**src/rtl/keypad_scanner_pkg.sv**
```systemverilog
// Shared definitions for the keypad scanner: load-path register address,
// key_data bit positions and the row-pattern decode helper.
package keypad_scanner_pkg;

    localparam logic [31:0] KEY_BASE_ADDR = 32'hFFFF_0100;
    localparam int          KEY_NEW_BIT   = 4;
    localparam int          KEY_HELD_BIT  = 5;

    typedef struct packed {
        logic       valid;
        logic [1:0] idx;
    } row_hit_t;

    // A press is a single low row; anything else (none, ghosting) is rejected.
    function automatic row_hit_t decode_row(input logic [3:0] rows);
        row_hit_t hit;
        hit.valid = 1'b1;
        case (rows)
            4'b1110: hit.idx = 2'd0;
            4'b1101: hit.idx = 2'd1;
            4'b1011: hit.idx = 2'd2;
            4'b0111: hit.idx = 2'd3;
            default: begin
                hit.valid = 1'b0;
                hit.idx   = 2'd0;
            end
        endcase
        return hit;
    endfunction

endpackage

```
**src/rtl/keypad_scanner_row_sync.sv**
```systemverilog
// Two-flop synchronizer for the active-low keypad rows; idles at all-high.
module row_sync (
    input  logic       clk,
    input  logic       rst_n,
    input  logic [3:0] row_in,
    output logic [3:0] row_s
);

    logic [3:0] meta_q;
    logic [3:0] sync_q;

    // Two-stage capture of the asynchronous rows.
    always_ff @(posedge clk or negedge rst_n) begin
        if (!rst_n) begin
            meta_q <= 4'hF;
            sync_q <= 4'hF;
        end else begin
            meta_q <= row_in;
            sync_q <= meta_q;
        end
    end

    assign row_s = sync_q;

endmodule

```
**src/rtl/keypad_scanner.sv**
```systemverilog
// 4x4 keypad scanner with press/release debounce and a read-clear key register
// presented to the load multiplexer.
module keypad_scanner
    import keypad_scanner_pkg::*;
#(
    parameter int SCAN_DIV     = 50000,
    parameter int DEBOUNCE_CYC = 500000
) (
    input  logic        clk,
    input  logic        rst_n,
    input  logic [3:0]  row_in,
    output logic [3:0]  col_out,
    input  logic        key_rd,
    output logic [31:0] key_data
);

    localparam int CNT_MAX = (SCAN_DIV > DEBOUNCE_CYC) ? SCAN_DIV : DEBOUNCE_CYC;
    localparam int CW      = (CNT_MAX > 2) ? $clog2(CNT_MAX) : 1;
    localparam logic [CW-1:0] DIV_LAST = CW'(SCAN_DIV - 1);
    localparam logic [CW-1:0] DB_LAST  = CW'(DEBOUNCE_CYC - 1);
    localparam logic [CW-1:0] CNT_ZERO = CW'(0);
    localparam logic [CW-1:0] CNT_ONE  = CW'(1);

    typedef enum logic [1:0] {
        ST_SCAN     = 2'd0,
        ST_PRESS_DB = 2'd1,
        ST_HELD     = 2'd2,
        ST_REL_DB   = 2'd3
    } state_e;

    state_e        state_q, state_d;
    logic [1:0]    col_q, col_d;
    logic [1:0]    row_q, row_d;
    logic [CW-1:0] div_cnt_q, div_cnt_d;
    logic [CW-1:0] db_cnt_q, db_cnt_d;
    logic [3:0]    col_out_q, col_out_d;
    logic [3:0]    key_code_q, key_code_d;
    logic          key_new_q, key_new_d;
    logic          key_held_q, key_held_d;
    logic [3:0]    row_s;
    logic [3:0]    map_code_s;
    row_hit_t      hit_s;

    row_sync u_row_sync (
        .clk    (clk),
        .rst_n  (rst_n),
        .row_in (row_in),
        .row_s  (row_s)
    );

    // Key legend lookup for the latched row/column; '*' reads as E, '#' as F.
    always_comb begin
        case ({row_q, col_q})
            4'h0:    map_code_s = 4'h1;
            4'h1:    map_code_s = 4'h2;
            4'h2:    map_code_s = 4'h3;
            4'h3:    map_code_s = 4'hA;
            4'h4:    map_code_s = 4'h4;
            4'h5:    map_code_s = 4'h5;
            4'h6:    map_code_s = 4'h6;
            4'h7:    map_code_s = 4'hB;
            4'h8:    map_code_s = 4'h7;
            4'h9:    map_code_s = 4'h8;
            4'hA:    map_code_s = 4'h9;
            4'hB:    map_code_s = 4'hC;
            4'hC:    map_code_s = 4'hE;
            4'hD:    map_code_s = 4'h0;
            4'hE:    map_code_s = 4'hF;
            4'hF:    map_code_s = 4'hD;
            default: map_code_s = 4'h0;
        endcase
    end

    // Scan / debounce next-state logic; a press acceptance overrides a same-cycle read-clear.
    always_comb begin
        state_d    = state_q;
        col_d      = col_q;
        row_d      = row_q;
        div_cnt_d  = div_cnt_q;
        db_cnt_d   = db_cnt_q;
        key_code_d = key_code_q;
        key_held_d = key_held_q;
        hit_s      = decode_row(row_s);
        if (key_rd) begin
            key_new_d = 1'b0;
        end else begin
            key_new_d = key_new_q;
        end

        case (state_q)
            ST_SCAN: begin
                if (div_cnt_q == DIV_LAST) begin
                    div_cnt_d = CNT_ZERO;
                    db_cnt_d  = CNT_ZERO;
                    if (hit_s.valid) begin
                        state_d = ST_PRESS_DB;
                        row_d   = hit_s.idx;
                    end else begin
                        col_d = col_q + 2'd1;
                    end
                end else begin
                    div_cnt_d = div_cnt_q + CNT_ONE;
                end
            end
            ST_PRESS_DB: begin
                if (row_s == ~(4'b0001 << row_q)) begin
                    if (db_cnt_q == DB_LAST) begin
                        state_d    = ST_HELD;
                        db_cnt_d   = CNT_ZERO;
                        key_code_d = map_code_s;
                        key_new_d  = 1'b1;
                        key_held_d = 1'b1;
                    end else begin
                        db_cnt_d = db_cnt_q + CNT_ONE;
                    end
                end else begin
                    state_d   = ST_SCAN;
                    col_d     = col_q + 2'd1;
                    div_cnt_d = CNT_ZERO;
                    db_cnt_d  = CNT_ZERO;
                end
            end
            ST_HELD: begin
                if (row_s == 4'hF) begin
                    state_d  = ST_REL_DB;
                    db_cnt_d = CNT_ZERO;
                end else begin
                    state_d = ST_HELD;
                end
            end
            ST_REL_DB: begin
                if (row_s == 4'hF) begin
                    if (db_cnt_q == DB_LAST) begin
                        state_d    = ST_SCAN;
                        key_held_d = 1'b0;
                        col_d      = col_q + 2'd1;
                        div_cnt_d  = CNT_ZERO;
                        db_cnt_d   = CNT_ZERO;
                    end else begin
                        db_cnt_d = db_cnt_q + CNT_ONE;
                    end
                end else begin
                    state_d  = ST_HELD;
                    db_cnt_d = CNT_ZERO;
                end
            end
            default: begin
                state_d   = ST_SCAN;
                col_d     = 2'd0;
                div_cnt_d = CNT_ZERO;
                db_cnt_d  = CNT_ZERO;
            end
        endcase

        col_out_d = ~(4'b0001 << col_d);
    end

    // State, counters and registered outputs.
    always_ff @(posedge clk or negedge rst_n) begin
        if (!rst_n) begin
            state_q    <= ST_SCAN;
            col_q      <= 2'd0;
            row_q      <= 2'd0;
            div_cnt_q  <= CNT_ZERO;
            db_cnt_q   <= CNT_ZERO;
            col_out_q  <= 4'b1110;
            key_code_q <= 4'h0;
            key_new_q  <= 1'b0;
            key_held_q <= 1'b0;
        end else begin
            state_q    <= state_d;
            col_q      <= col_d;
            row_q      <= row_d;
            div_cnt_q  <= div_cnt_d;
            db_cnt_q   <= db_cnt_d;
            col_out_q  <= col_out_d;
            key_code_q <= key_code_d;
            key_new_q  <= key_new_d;
            key_held_q <= key_held_d;
        end
    end

    // Register image for the load path.
    always_comb begin
        key_data               = 32'h0;
        key_data[3:0]          = key_code_q;
        key_data[KEY_NEW_BIT]  = key_new_q;
        key_data[KEY_HELD_BIT] = key_held_q;
    end

    assign col_out = col_out_q;

endmodule

```
**config.mk**
```make
export PLATFORM = sky130hd
export DESIGN_NAME = keypad_scanner
export DESIGN_NICKNAME = d
export VERILOG_FILES = /design/src/rtl/keypad_scanner_pkg.sv /design/src/rtl/keypad_scanner_row_sync.sv /design/src/rtl/keypad_scanner.sv
export SDC_FILE = /design/constraint.sdc
export NUM_CORES = 1
export LEC_CHECK = 0
export ABC_AREA = 0
export CELL_PAD_IN_SITES_DETAIL_PLACEMENT = 0
export CELL_PAD_IN_SITES_GLOBAL_PLACEMENT = 2
export CORE_MARGIN = 2
export CORE_UTILIZATION = 36
export DETAILED_ROUTE_END_ITERATION = 8
export GPL_ROUTABILITY_DRIVEN = 0
export PLACE_DENSITY_LB_ADDON = 0.12
export RECOVER_POWER = 25
export SLEW_MARGIN = 25
export SYNTH_ARGS = -nofsm -noshare
export SYNTH_HDL_FRONTEND = slang
export SYNTH_SLANG_ARGS = --single-unit
```
**constraint.sdc**
```tcl
create_clock -name clk -period 3.16 [get_ports clk]
set_input_delay 0.632 -clock clk [delete_from_list [all_inputs] [get_ports clk]]
set_output_delay 0.632 -clock clk [all_outputs]
set_load 0.01 [all_outputs]
```
==> results of run 1 <==
==> through the flow <==
step	power [mW]	utilization, %	instances	cell area [µm²]
5_1_grt	1.87	40.8	547	4240
3_3_place_gp	0.877	38.3	531	3980
6_report	1.80	40.8	547	4240
3_5_place_dp	0.878	38.3	531	3980
4_1_cts	1.83	40.9	547	4240
2_1_floorplan	0.875	-	426	3960
==> layout make-up <==
| class | count | area, µm² |
|---|---|---|
| fill | 1034 | 6130 |
| tap | 136 | 170 |
| timing repair buffer | 22 | 199 |
| multi-input combinational | 300 | 2000 |
| sequential | 62 | 1570 |
| clock inverter | 6 | 134 |
| inverter | 11 | 41.3 |
| clock buffer | 10 | 128 |
==> per-layer routing <==
metal / vias up / GRT usage, % / wire, µm
li1: 1456 / - / -
met1: 1460 / 21.7 / 4320
met2: 43 / 25.6 / 4170
met3: 10 / 3.87 / 250
met4: 0 / 5.40 / 128
met5: - / 0 / 0
==> worst reg2reg max path, delay by kind of cell, from the launching register on <==
family	cells	cell delay (ns)
flip-flops	1	0.48
AND/OR/NAND/NOR	3	1.01
AO/OA/AOI/OAI	2	0.77
==> registers in the layout, indices dropped and copies added, names as in the netlist <==
signal             count
col_out                4
col_q                  2
db_cnt_q              19
div_cnt_q             19
key_code_q             4
key_held_q             1
key_new_q              1
row_q                  2
state_q                2
u_row_sync.meta_q      4
u_row_sync.row_s       4
==> kinds of logic after synthesis <==
kind of cell             share of synthesized area [%]
AO/OA/AOI/OAI                                     17.0
XOR/XNOR                                         0.679
adder cells (fa/ha/maj)                           2.26
buffers and inverters                             10.3
flip-flops                                        40.5
multiplexers                                      4.98
other                                           0.0969
AND/OR/NAND/NOR                                   24.2
==> report_power, final <==
group	total [mW]	internal, mW	switching [mW]
clock	0.936	0.604	0.332
combinational	0.0499	0.0123	0.0376
sequential	0.810	0.803	0.00742
total	1.80	1.42	0.377
==> final timing paths <==
check	cells past startpoint	to	from
min in group asynchronous	1	div_cnt_q[15]	rst_n
max reg2reg	5	db_cnt_q[6]	db_cnt_q[5]
min	0	u_row_sync.row_s[3]	u_row_sync.meta_q[3]
min reg2reg	0	u_row_sync.row_s[3]	u_row_sync.meta_q[3]
max in group asynchronous	2	u_row_sync.meta_q[0]	rst_n
max	5	db_cnt_q[6]	db_cnt_q[5]
==> layout by cell type (no fill, tap or decap), drive strengths merged, types with 12 or more instances in the layout <==
cell type,n
nand3,13
a31oi,18
nor3,13
a21oi,14
dfrtp,51
nor2,12
nand2,41
conb,26
o21ai,13
==> impl_metrics.tcl, run 1 <==
set metrics [dict create \
    worst_setup_path_start_kind "flip-flop" \
    clk_latency_ns 0.35 \
    yosysWarnings 0 \
    yosysMostFrequentCell "dfrtp_1" \
    rsz0062_at_grt "no" \
    avgViaCountPerCell 5.43 \
    antenna_found_initial 0 \
    grt_use_total_pct 16.2 \
    critical_path_class "reg2reg" \
    synth_area_leaders "dfrtp_1, dfstp_2, buf_4" \
    grt_pass1_wl_mm 14.6 \
    leakage_nw 1.81 \
    syn_avg_cell_area_um2 9.65 \
    dieArea_um2 11600 \
    die_w_um 108 \
    hold_viol 0 \
    layout.nets 420 \
    wirelength_mm 8.87 \
    setup_tns_ns 0 \
    first_global_vias 2843 \
    clock_path_buffers 2 \
    fin_crit_sh_pct 74.9 \
    fp-row-count 37 \
    holdBufCountCts 0 \
    vias 2969 \
    diodes 0 \
    async_flop_share_pct 100 \
    cp_cell_sequence "nor4bb_1, and4_1, a211o_1, nor2_1, a221o_1" \
    power.density_nw_per_um2 424 \
    crit_family "simple AND/OR/NAND/NOR gates" \
    crit_buf_inv 0 \
    cts-root-buf "clkbuf_8" \
    wl_per_cell_um 16.2 \
    setup_viol 0 \
    dp_hpwl_mm 6.15 \
    route.antenna.remaining_nets 0 \
    synth_cells 401 \
    drt_iter0_markers 186 \
    io_pins 43 \
    grt_start_max_net_pins 30 \
    clkTransAtPathRegs_ns 0.07 \
    setup_ws_ns 0.793 \
    crit_required_ns 3.39 \
    post-cts-setup-buffers 0 \
    fmax_mhz 422 \
    io_buffers 16 \
    hold_path.class "reg2reg" \
    post_cts_resized 0 \
    area_growth_pct 9.48 \
    relSlewSlack_pct -13.4 \
    arrival_ns 2.60 \
    dr.pass1.iters 4 \
    ys_types 61 \
    cp-end-kind "flip-flop" \
    peakVddDrop_v 0.000169 \
    start_util_pct 37.3 \
    synth_flop_cell "dfrtp_1" \
    design.core.area_um2 10400 \
    netlist_area_um2 3870 \
    cts-buffers-inserted 9 \
    die_h_um 108 \
    synth_edf_count 0 \
    outcome "finished, violations left" \
    fin_skew_ns 0.0126 \
    min_period_ns 2.37 \
    violations "max-capacitance violations, max-slew violations" \
    cpPeakStageDelay_ns 0.48 \
    cts_tree "built" \
    synth.largest_area_cell "dfrtp_1" \
    worst_hold_slack_ns 0.358 \
    maxCapViolCount 1 \
    remaining_drc_errors 0 \
    overflow 0 \
    maxSlewViolCount 30 \
    h-tree-depth 3 \
    synth.top_cell.area_share_pct 33.0 \
    ys_seq_area_share_pct 40.5 \
    cp_max_fo 12 \
    ys_ff_latch 62 \
    clock_sinks 62 \
    r2r_slack_ns 0.79 \
    worstMarginPinSlew_ns 1.70 \
    layout-drive-gt1-share_pct 13.1 \
    pre_cts_slack_ns 0.785 \
    synthTopCellsByCount "dfrtp_1, nand2_1, buf_4" \
    critPathSlowestCell "dfrtp_1" \
]
Note: power is estimated with default switching activity, not from simulation.
==> run 2, diff against run 1 <==
clock period = 2.2 ns   (was 3.16 ns; I/O delays follow)
==> run 2 against run 1 <==
The run now ends clean. First-iteration DRC count fell by 44%. Cell count rose by 6.9%. Maximum frequency rose by 11%. Count of clock-buffer cells in the layout rose by 2. Sequential cell count did not move. Core utilization rose by 2.8 points. Critical path type unchanged. Largest power group is now registers. Highest routed layer unchanged.
==> impl_metrics.tcl, run 2 (synthesized netlist as in run 1, its figures left out) <==
set metrics [dict create \
    antenna_found_initial 0 \
    power.total_mw 2.19 \
    whs_path_depth 0 \
    fmax_mhz 467 \
    rr_startpoint "u_row_sync.row_s[1]" \
    drt_iter0_markers 104 \
    reg2reg_depth 6 \
    hold_end "u_row_sync.row_s[1]" \
    top_regs "db_cnt_q: 19 flops, div_cnt_q: 19 flops" \
    first_global_vias 3072 \
    design.core.area_um2 10400 \
    stdcell_count 585 \
    grt_start_max_net_pins 31 \
    design_area_um2 4530 \
    overflow 0 \
    hold_path.class "reg2reg" \
    pre_cts_slack_ns -0.0314 \
    hold_viol 0 \
    dp_cells 564 \
    holdBufCountCts 0 \
    grt_pass1_wl_mm 15.2 \
    maxSlewViolCount 0 \
    cp_max_fo 21 \
    clock_sinks 62 \
    grt_use_total_pct 16.7 \
    layout.nets 458 \
    fin_skew_ns 0.0109 \
    die_w_um 108 \
    h-tree-depth 3 \
    wirelength_mm 8.92 \
    fin_crit_sh_pct 97.3 \
    route.antenna.remaining_nets 0 \
    r2r-end "db_cnt_q[18]" \
    start_util_pct 37.3 \
    worstMarginPinSlew_ns 1.31 \
    crit_start "u_row_sync.row_s[1]" \
    cts-root-buf "clkbuf_8" \
    io_buffers 16 \
    dr.pass1.iters 4 \
    power.density_nw_per_um2 484 \
    setup_viol 0 \
    avgViaCountPerCell 5.27 \
    crit_required_ns 2.48 \
    area_growth_pct 17.0 \
    dieArea_um2 11600 \
    clkTransAtPathRegs_ns 0.08 \
    maxCapViolCount 0 \
    die_h_um 108 \
    leakage_nw 2.00 \
    dpl-instance-area_um2 4270 \
    peakVddDrop_v 0.000193 \
    min_from "u_row_sync.meta_q[1]" \
    wl_per_cell_um 15.2 \
    arrival_ns 2.42 \
    min_period_ns 2.14 \
    dp_hpwl_mm 6.30 \
    mostFrequentLayoutCell "dfrtp_1" \
    vias 3081 \
    io_pins 43 \
    setup_ws_ns 0.0591 \
    outcome "finished, final reports clean" \
    final_cell_mix "dfrtp_1, nand2_1, buf_4, conb_1, a31oi_1" \
    remaining_drc_errors 0 \
    cts-buffers-inserted 9 \
    cts_tree "built" \
    diodes 0 \
    cp-end-kind "flip-flop" \
    r2r_slack_ns 0.06 \
    clock_path_buffers 2 \
    fillers 1042 \
    clk_latency_ns 0.35 \
    layout-drive-gt1-share_pct 21.4 \
    relSlewSlack_pct 12.4 \
    critical_path_class "reg2reg" \
    setup_tns_ns 0 \
    worst_setup_path_start_kind "flip-flop" \
    fp-row-count 37 \
]
[run 2: layout make-up]
| class | count | area, µm² | share of cell area, % |
|---|---|---|---|
| repair buffers | 60 | 547 | 12.1 |
| multi-input cells | 300 | 2020 | 44.7 |
| well taps | 136 | 170 | 3.76 |
| clock buffers | 12 | 155 | 3.43 |
| clock inverters | 4 | 22.5 | 0.498 |
| flip-flops and latches | 62 | 1570 | 34.6 |
| inverters | 11 | 41.3 | 0.912 |
[run 2: how the worst max path moves through the flow]
stage,slack (ns),endpoint
final,0.06,db_cnt_q[18]
after global placement,-0.005,db_cnt_q[13]
after detailed placement,-0.03,col_q[1]
after global routing,-0.004,db_cnt_q[18]
after floorplan,-0.005,col_q[1]
after CTS,0.01,db_cnt_q[18]
[run 2: power breakdown]
group	switching, mW	total [mW]	internal (mW)
clock network	0.478	0.943	0.465
registers	0.00852	1.16	1.15
logic	0.0575	0.0847	0.0271
total	0.544	2.19	1.65
[run 2: metal layers]
| layer | share of wire, % | GRT usage [%] | wire length [µm] | vias up |
|---|---|---|---|---|
| met1 | 48 | 22.1 | 4300 | 1488 |
| met4 | 1.5 | 6.14 | 137 | 0 |
| li1 | - | - | - | 1535 |
| met2 | 47 | 26.3 | 4170 | 47 |
| met5 | 0 | 0 | 0 | - |
| met3 | 3.4 | 4.18 | 307 | 11 |
[run 2: critical path: stages, from the launching register on]
cell      delay, ns
dfstp_2        0.62
nand4b_4       0.11
or3_4          0.34
and4b_4        0.23
buf_12         0.16
or4_1          0.50
o211ai_1       0.09
[run 2: per-stage QoR]
stage	utilization, %	hold WS, ns
final	43.6	0.346
after global routing	43.6	0.363
after CTS	43.2	0.0868
after detailed placement	41.2	0.347
after global placement	41.2	0.346
after floorplan	-	0.144
[run 2: timing repair]
| item | in CTS | in global routing |
|---|---|---|
| pin swaps | 1 | 4 |
| resized for setup | 2 | 7 |
| buffers inserted | 1 | 4 |
| setup endpoints to repair | 5 | 17 |
==> run 3, diff against run 2 <==
CORE_UTILIZATION = 37   (was 36)
CTS_BUF_LIST = sky130_fd_sc_hd__clkbuf_2   (was default)
==> run 3 against run 2 <==
Setup slack better by 0.0091 ns. Cell area fell by 0.47%. Critical path type unchanged. First-iteration DRC count up 6.7%. Power fell by 12%. Largest cell class unchanged. Highest routed layer unchanged.
==> impl_metrics.tcl, run 3 (synthesized netlist as in run 1, its figures left out) <==
set metrics [dict create \
    cp_cell_sequence "nand4b_4, or3_4, and4b_4, a211oi_4, buf_12, mux2_4" \
    netSwitchingPower_mw 0.491 \
    mostFrequentLayoutCell "dfrtp_1" \
    start_util_pct 37.8 \
    worstMarginPinSlew_ns 0.744 \
    cts-root-buf "clkbuf_2" \
    avgViaCountPerCell 5.27 \
    fp-row-count 37 \
    hold_viol 0 \
    arrival_ns 2.52 \
    power.density_nw_per_um2 430 \
    p_sw_share_pct 25.3 \
    p_int_mw 1.45 \
    fmax_mhz 469 \
    first_global_vias 3062 \
    cpPeakStageDelay_ns 0.66 \
    stdcell_count 592 \
    maxCapViolCount 0 \
    clk_latency_ns 0.48 \
    top_regs "db_cnt_q: 19 flops, div_cnt_q: 19 flops" \
    h-tree-depth 3 \
    overflow 0 \
    die_w_um 106 \
    grt_use_total_pct 16.9 \
    area_growth_pct 16.4 \
    route.antenna.remaining_nets 0 \
    wl_per_cell_um 15.1 \
    power.total_mw 1.94 \
    diodes 0 \
    fillers 1008 \
    dieArea_um2 11300 \
    setup_tns_ns 0 \
    worst_hold_slack_ns 0.369 \
    final_cell_mix "dfrtp_1, buf_4, nand2_1, conb_1, a31oi_1" \
    design_area_um2 4500 \
    clock_path_buffers 2 \
    wirelength_mm 8.93 \
    setup_viol 0 \
    outcome "finished, final reports clean" \
    hold_path.class "reg2reg" \
    rsz0062_at_grt "yes" \
    worst_setup_path_start_kind "flip-flop" \
    clock_sinks 62 \
    leakage_nw 2.01 \
    pwr-share-comb_pct 4.2 \
    io_pins 43 \
    ff_latch_area_um2 1570 \
    dp_cells 567 \
    min_period_ns 2.13 \
    cp_max_fo 8 \
    dpl-instance-area_um2 4260 \
    fin_crit_sh_pct 96.9 \
    critPathSlowestCell "dfstp_2" \
    cts-buffers-inserted 9 \
    cp-end-kind "flip-flop" \
    layout.nets 465 \
    cts_tree "built" \
    multi_input_area_um2 2050 \
    crit_buf_inv 1 \
    remaining_drc_errors 0 \
    grt_pass1_wl_mm 15.3 \
    fin_skew_ns 0.0283 \
    drt_iter0_markers 111 \
    vias 3119 \
    peakVddDrop_v 0.000273 \
    io_buffers 16 \
    die_h_um 106 \
    dr.pass1.iters 4 \
    clockPowerShare_pct 35.7 \
    setup_ws_ns 0.0683 \
    pre_cts_slack_ns -0.0374 \
    design.core.area_um2 10200 \
    crit_required_ns 2.59 \
    seq_power_share_pct 60.1 \
    layout-drive-gt1-share_pct 24.8 \
    critical_path_class "reg2reg" \
    relSlewSlack_pct 50.4 \
    dp_hpwl_mm 6.29 \
    crit_family "simple AND/OR/NAND/NOR gates" \
    clkTransAtPathRegs_ns 0.18 \
    grt_start_max_net_pins 32 \
    final_util_pct 44.0 \
    antenna_found_initial 0 \
    maxSlewViolCount 0 \
]
==> run 3: repair_timing <==
item / 4_1_cts / 5_1_grt
endpoints found under the hold margin: 50 / 0
buffers inserted: 1 / 7
hold buffers: 1 / 0
resized for setup: 1 / 16
setup endpoints to repair: 5 / 29
pin swaps: 1 / 3
==> run 3: power groups by stage <==
stage / logic [mW] / clock network, mW / registers, mW
6_report: 0.0822 / 0.691 / 1.16
5_1_grt: 0.0930 / 0.790 / 1.17
4_1_cts: 0.0794 / 0.743 / 1.17
3_5_place_dp: 0.0780 / 0 / 1.18
3_3_place_gp: 0.0778 / 0 / 1.18
2_1_floorplan: 0.0813 / 0 / 1.18
==> run 3: final timing paths <==
| path | start | endpoint | slack, ns | cells after the start |
|---|---|---|---|---|
| worst max-delay path | u_row_sync.row_s[3] | col_q[1] | 0.07 | 6 |
| worst min-delay path | u_row_sync.meta_q[1] | u_row_sync.row_s[1] | 0.37 | 0 |
| worst max register to register | u_row_sync.row_s[3] | col_q[1] | 0.07 | 6 |
| worst min register to register | u_row_sync.meta_q[1] | u_row_sync.row_s[1] | 0.37 | 0 |
| max in group asynchronous | rst_n | db_cnt_q[10] | 0.94 | 3 |
| min in group asynchronous | rst_n | col_out[2] | 0.49 | 2 |
==> run 3: per-layer routing <==
layer	track usage (%)	share of wire, %	vias to the layer above
met5	0	0	-
met4	4.42	1.0	0
met3	3.13	2.4	8
met2	28.0	48	42
met1	22.7	48	1524
li1	-	-	1545
==> run 3: area by class of cell <==
| type | instances | share of cell area, % |
|---|---|---|
| tap | 136 | 3.78 |
| multi-input combinational | 300 | 45.6 |
| sequential | 62 | 34.8 |
| clock inverter | 5 | 1.17 |
| clock buffer | 11 | 1.22 |
| inverter | 11 | 0.917 |
| timing repair buffer | 67 | 12.5 |
==> RTL edit: new RTL, flow settings as in run 2 <==
The output `col_out` loses its register stage (`col_out_q` becomes a continuous assignment).
--- a/src/rtl/keypad_scanner.sv
+++ b/src/rtl/keypad_scanner.sv
@@ -165,3 +165,2 @@
             db_cnt_q   <= CNT_ZERO;
-            col_out_q  <= 4'b1110;
             key_code_q <= 4'h0;
@@ -175,3 +174,2 @@
             db_cnt_q   <= db_cnt_d;
-            col_out_q  <= col_out_d;
             key_code_q <= key_code_d;
@@ -181,2 +179,4 @@
     end
+
+    assign col_out_q = col_out_d;
 
Behaviour: same outputs for any inputs over 10 cycles, from zero or initial values and one cycle with rst_n low; that may be too few to reach the edited logic, so the function may still have changed.
==> RTL edit against run 2 <==
The run now ends with negative setup slack left; clock skew barely moved; sequential cell count fell by 4; design area rose by 2.0%; synthesized area fell by 9.7%; sequential power fell by 6%; fmax fell by 21%; global-route usage rose by 0.88 points; total power fell by 5.9%; routed wire length fell by 2.6%; via count fell by 1.2%; sequential share of layout area fell by 2.9 points; critical path depth rose by 2; setup slack got worse by 580 ps; highest routed layer unchanged.
==> RTL edit: results <==
# TYPE chip_impl_metric gauge
chip_impl_info{name="violations",value="negative setup slack"} 1
chip_impl_metric{name="regArea",unit="sq um"} 1461
chip_impl_metric{name="vias",unit=""} 3044
chip_impl_metric{name="drive_gt1_frac",unit=""} 0.2977
chip_impl_metric{name="muxShareOfSynthArea",unit=""} 0.02221
chip_impl_metric{name="setup_viol",unit=""} 4
chip_impl_metric{name="nNonClkInverters",unit=""} 13
chip_impl_metric{name="cts_setup_buffers",unit=""} 8
chip_impl_metric{name="met2WireLength",unit="um"} 4060
chip_impl_metric{name="clkbuf_count",unit=""} 11
chip_impl_metric{name="finalNetCount",unit=""} 496
chip_impl_metric{name="ys_types",unit=""} 59
chip_impl_metric{name="vdd_ir_drop_max",unit="mV"} 0.1845
chip_impl_info{name="outcome",value="finished, violations left"} 1
chip_impl_metric{name="grt_first_pass_wirelength",unit="um"} 14230
chip_impl_metric{name="non_clock_buffer_area_share",unit=""} 0.1797
chip_impl_metric{name="fillerInstances",unit=""} 927
chip_impl_info{name="synth.top_cells.by_area",value="sky130_fd_sc_hd__dfrtp_1, sky130_fd_sc_hd__buf_4, sky130_fd_sc_hd__dfstp_2, sky130_fd_sc_hd__o21ai_0, sky130_fd_sc_hd__nor2_1"} 1
chip_impl_info{name="yosys-top-cells-count",value="sky130_fd_sc_hd__dfrtp_1, sky130_fd_sc_hd__o21ai_0, sky130_fd_sc_hd__nor2_1, sky130_fd_sc_hd__buf_4, sky130_fd_sc_hd__nand2_1"} 1
chip_impl_metric{name="post-route-worst-setup-slack",unit="ps"} -516.2
chip_impl_metric{name="timing.critical_path.arrival",unit="ps"} 2280
chip_impl_metric{name="synth_compound_gate_area_share",unit=""} 0.1763
chip_impl_metric{name="timing.critical_path.fanout_max",unit=""} 5
chip_impl_metric{name="drt_first_iter_violations",unit=""} 94
chip_impl_metric{name="wl_per_cell",unit="um"} 14.11
chip_impl_metric{name="ys_seq_area_frac",unit=""} 0.4185
chip_impl_metric{name="place.detailed.hpwl",unit="um"} 6058
chip_impl_metric{name="clock_sink_count",unit=""} 58
chip_impl_metric{name="clock_tree_skew_after_final_layout",unit="ps"} 10.65
[RTL edit: cell types whose count changed in the layout (fill, tap and decap cells not counted), moves of 6 or more]
cell / change
sky130_fd_sc_hd__nor2_1: +23
sky130_fd_sc_hd__xor2_1: +9
sky130_fd_sc_hd__nor3_1: -6
sky130_fd_sc_hd__buf_4: +45
sky130_fd_sc_hd__o21ai_0: +29
sky130_fd_sc_hd__nor3b_1: -8
sky130_fd_sc_hd__a31oi_1: -11
sky130_fd_sc_hd__nand2_1: -15
sky130_fd_sc_hd__nand4_1: +9
[RTL edit: kinds of logic (layout without fill, tap and decap cells)]
| group | Yosys count | in the layout |
|---|---|---|
| simple gates | 148 | 148 |
| fa+ha+maj | 7 | 7 |
| mux | 7 | 7 |
| flops | 58 | 58 |
| compound gates | 95 | 95 |
| buf+inv | 57 | 133 |
| other cells | 1 | 26 |
| xor+xnor | 13 | 13 |
[RTL edit: worst paths after layout]
path                                 startpoint             endpoint  slack, ps  cells after the start
max in group asynchronous                 rst_n             row_q[0]        800                      2
min reg2reg                u_row_sync.meta_q[1]  u_row_sync.row_s[1]        350                      0
max                         u_row_sync.row_s[3]           col_out[1]       -520                      8
min                        u_row_sync.meta_q[1]  u_row_sync.row_s[1]        350                      0
max reg2reg                 u_row_sync.row_s[3]             col_q[1]        100                      7
min in group asynchronous                 rst_n          db_cnt_q[5]        520                      2
[RTL edit: stage by stage]
step | hold slack [ps] | area [sq um] | cells | setup slack, ps | total power (W)
after floorplan | 144.4 | 3628 | 411 | -199.2 | 0.001181
after global placement | 346.8 | 4294 | 592 | -539.1 | 0.001194
after detailed placement | 346.8 | 4294 | 592 | -580.8 | 0.001195
after CTS | 92.67 | 4602 | 616 | -503.1 | 0.002097
after global routing | 360.9 | 4617 | 616 | -629.8 | 0.002150
final | 354.9 | 4617 | 616 | -516.2 | 0.002060
[RTL edit: worst max-delay path, cell delays in order (launching register included)]
cell and delay (ps):
sky130_fd_sc_hd__dfstp_2 530, sky130_fd_sc_hd__or3b_4 390, sky130_fd_sc_hd__a21oi_4 150, sky130_fd_sc_hd__o21ai_4 80
sky130_fd_sc_hd__o2111ai_4 300, sky130_fd_sc_hd__buf_6 150, sky130_fd_sc_hd__nor3_2 30, sky130_fd_sc_hd__a31oi_1 150
sky130_fd_sc_hd__buf_2 160
[RTL edit: routing by layer]
layer | vias to the layer above | global-route usage
li1 | 1538 | -
met1 | 1450 | 0.2429
met2 | 46 | 0.2735
met3 | 10 | 0.03254
met4 | 0 | 0.06872
met5 | - | 0
[RTL edit: power by group]
part,leakage (nW),switching (W),internal [W],total (W)
combinational,1.15,0.0000599,0.0000288,0.0000888
clock,0.0851,0.000452,0.000433,0.000885
sequential,0.769,0.00000695,0.00108,0.00109
total,2.00,0.000519,0.00154,0.00206
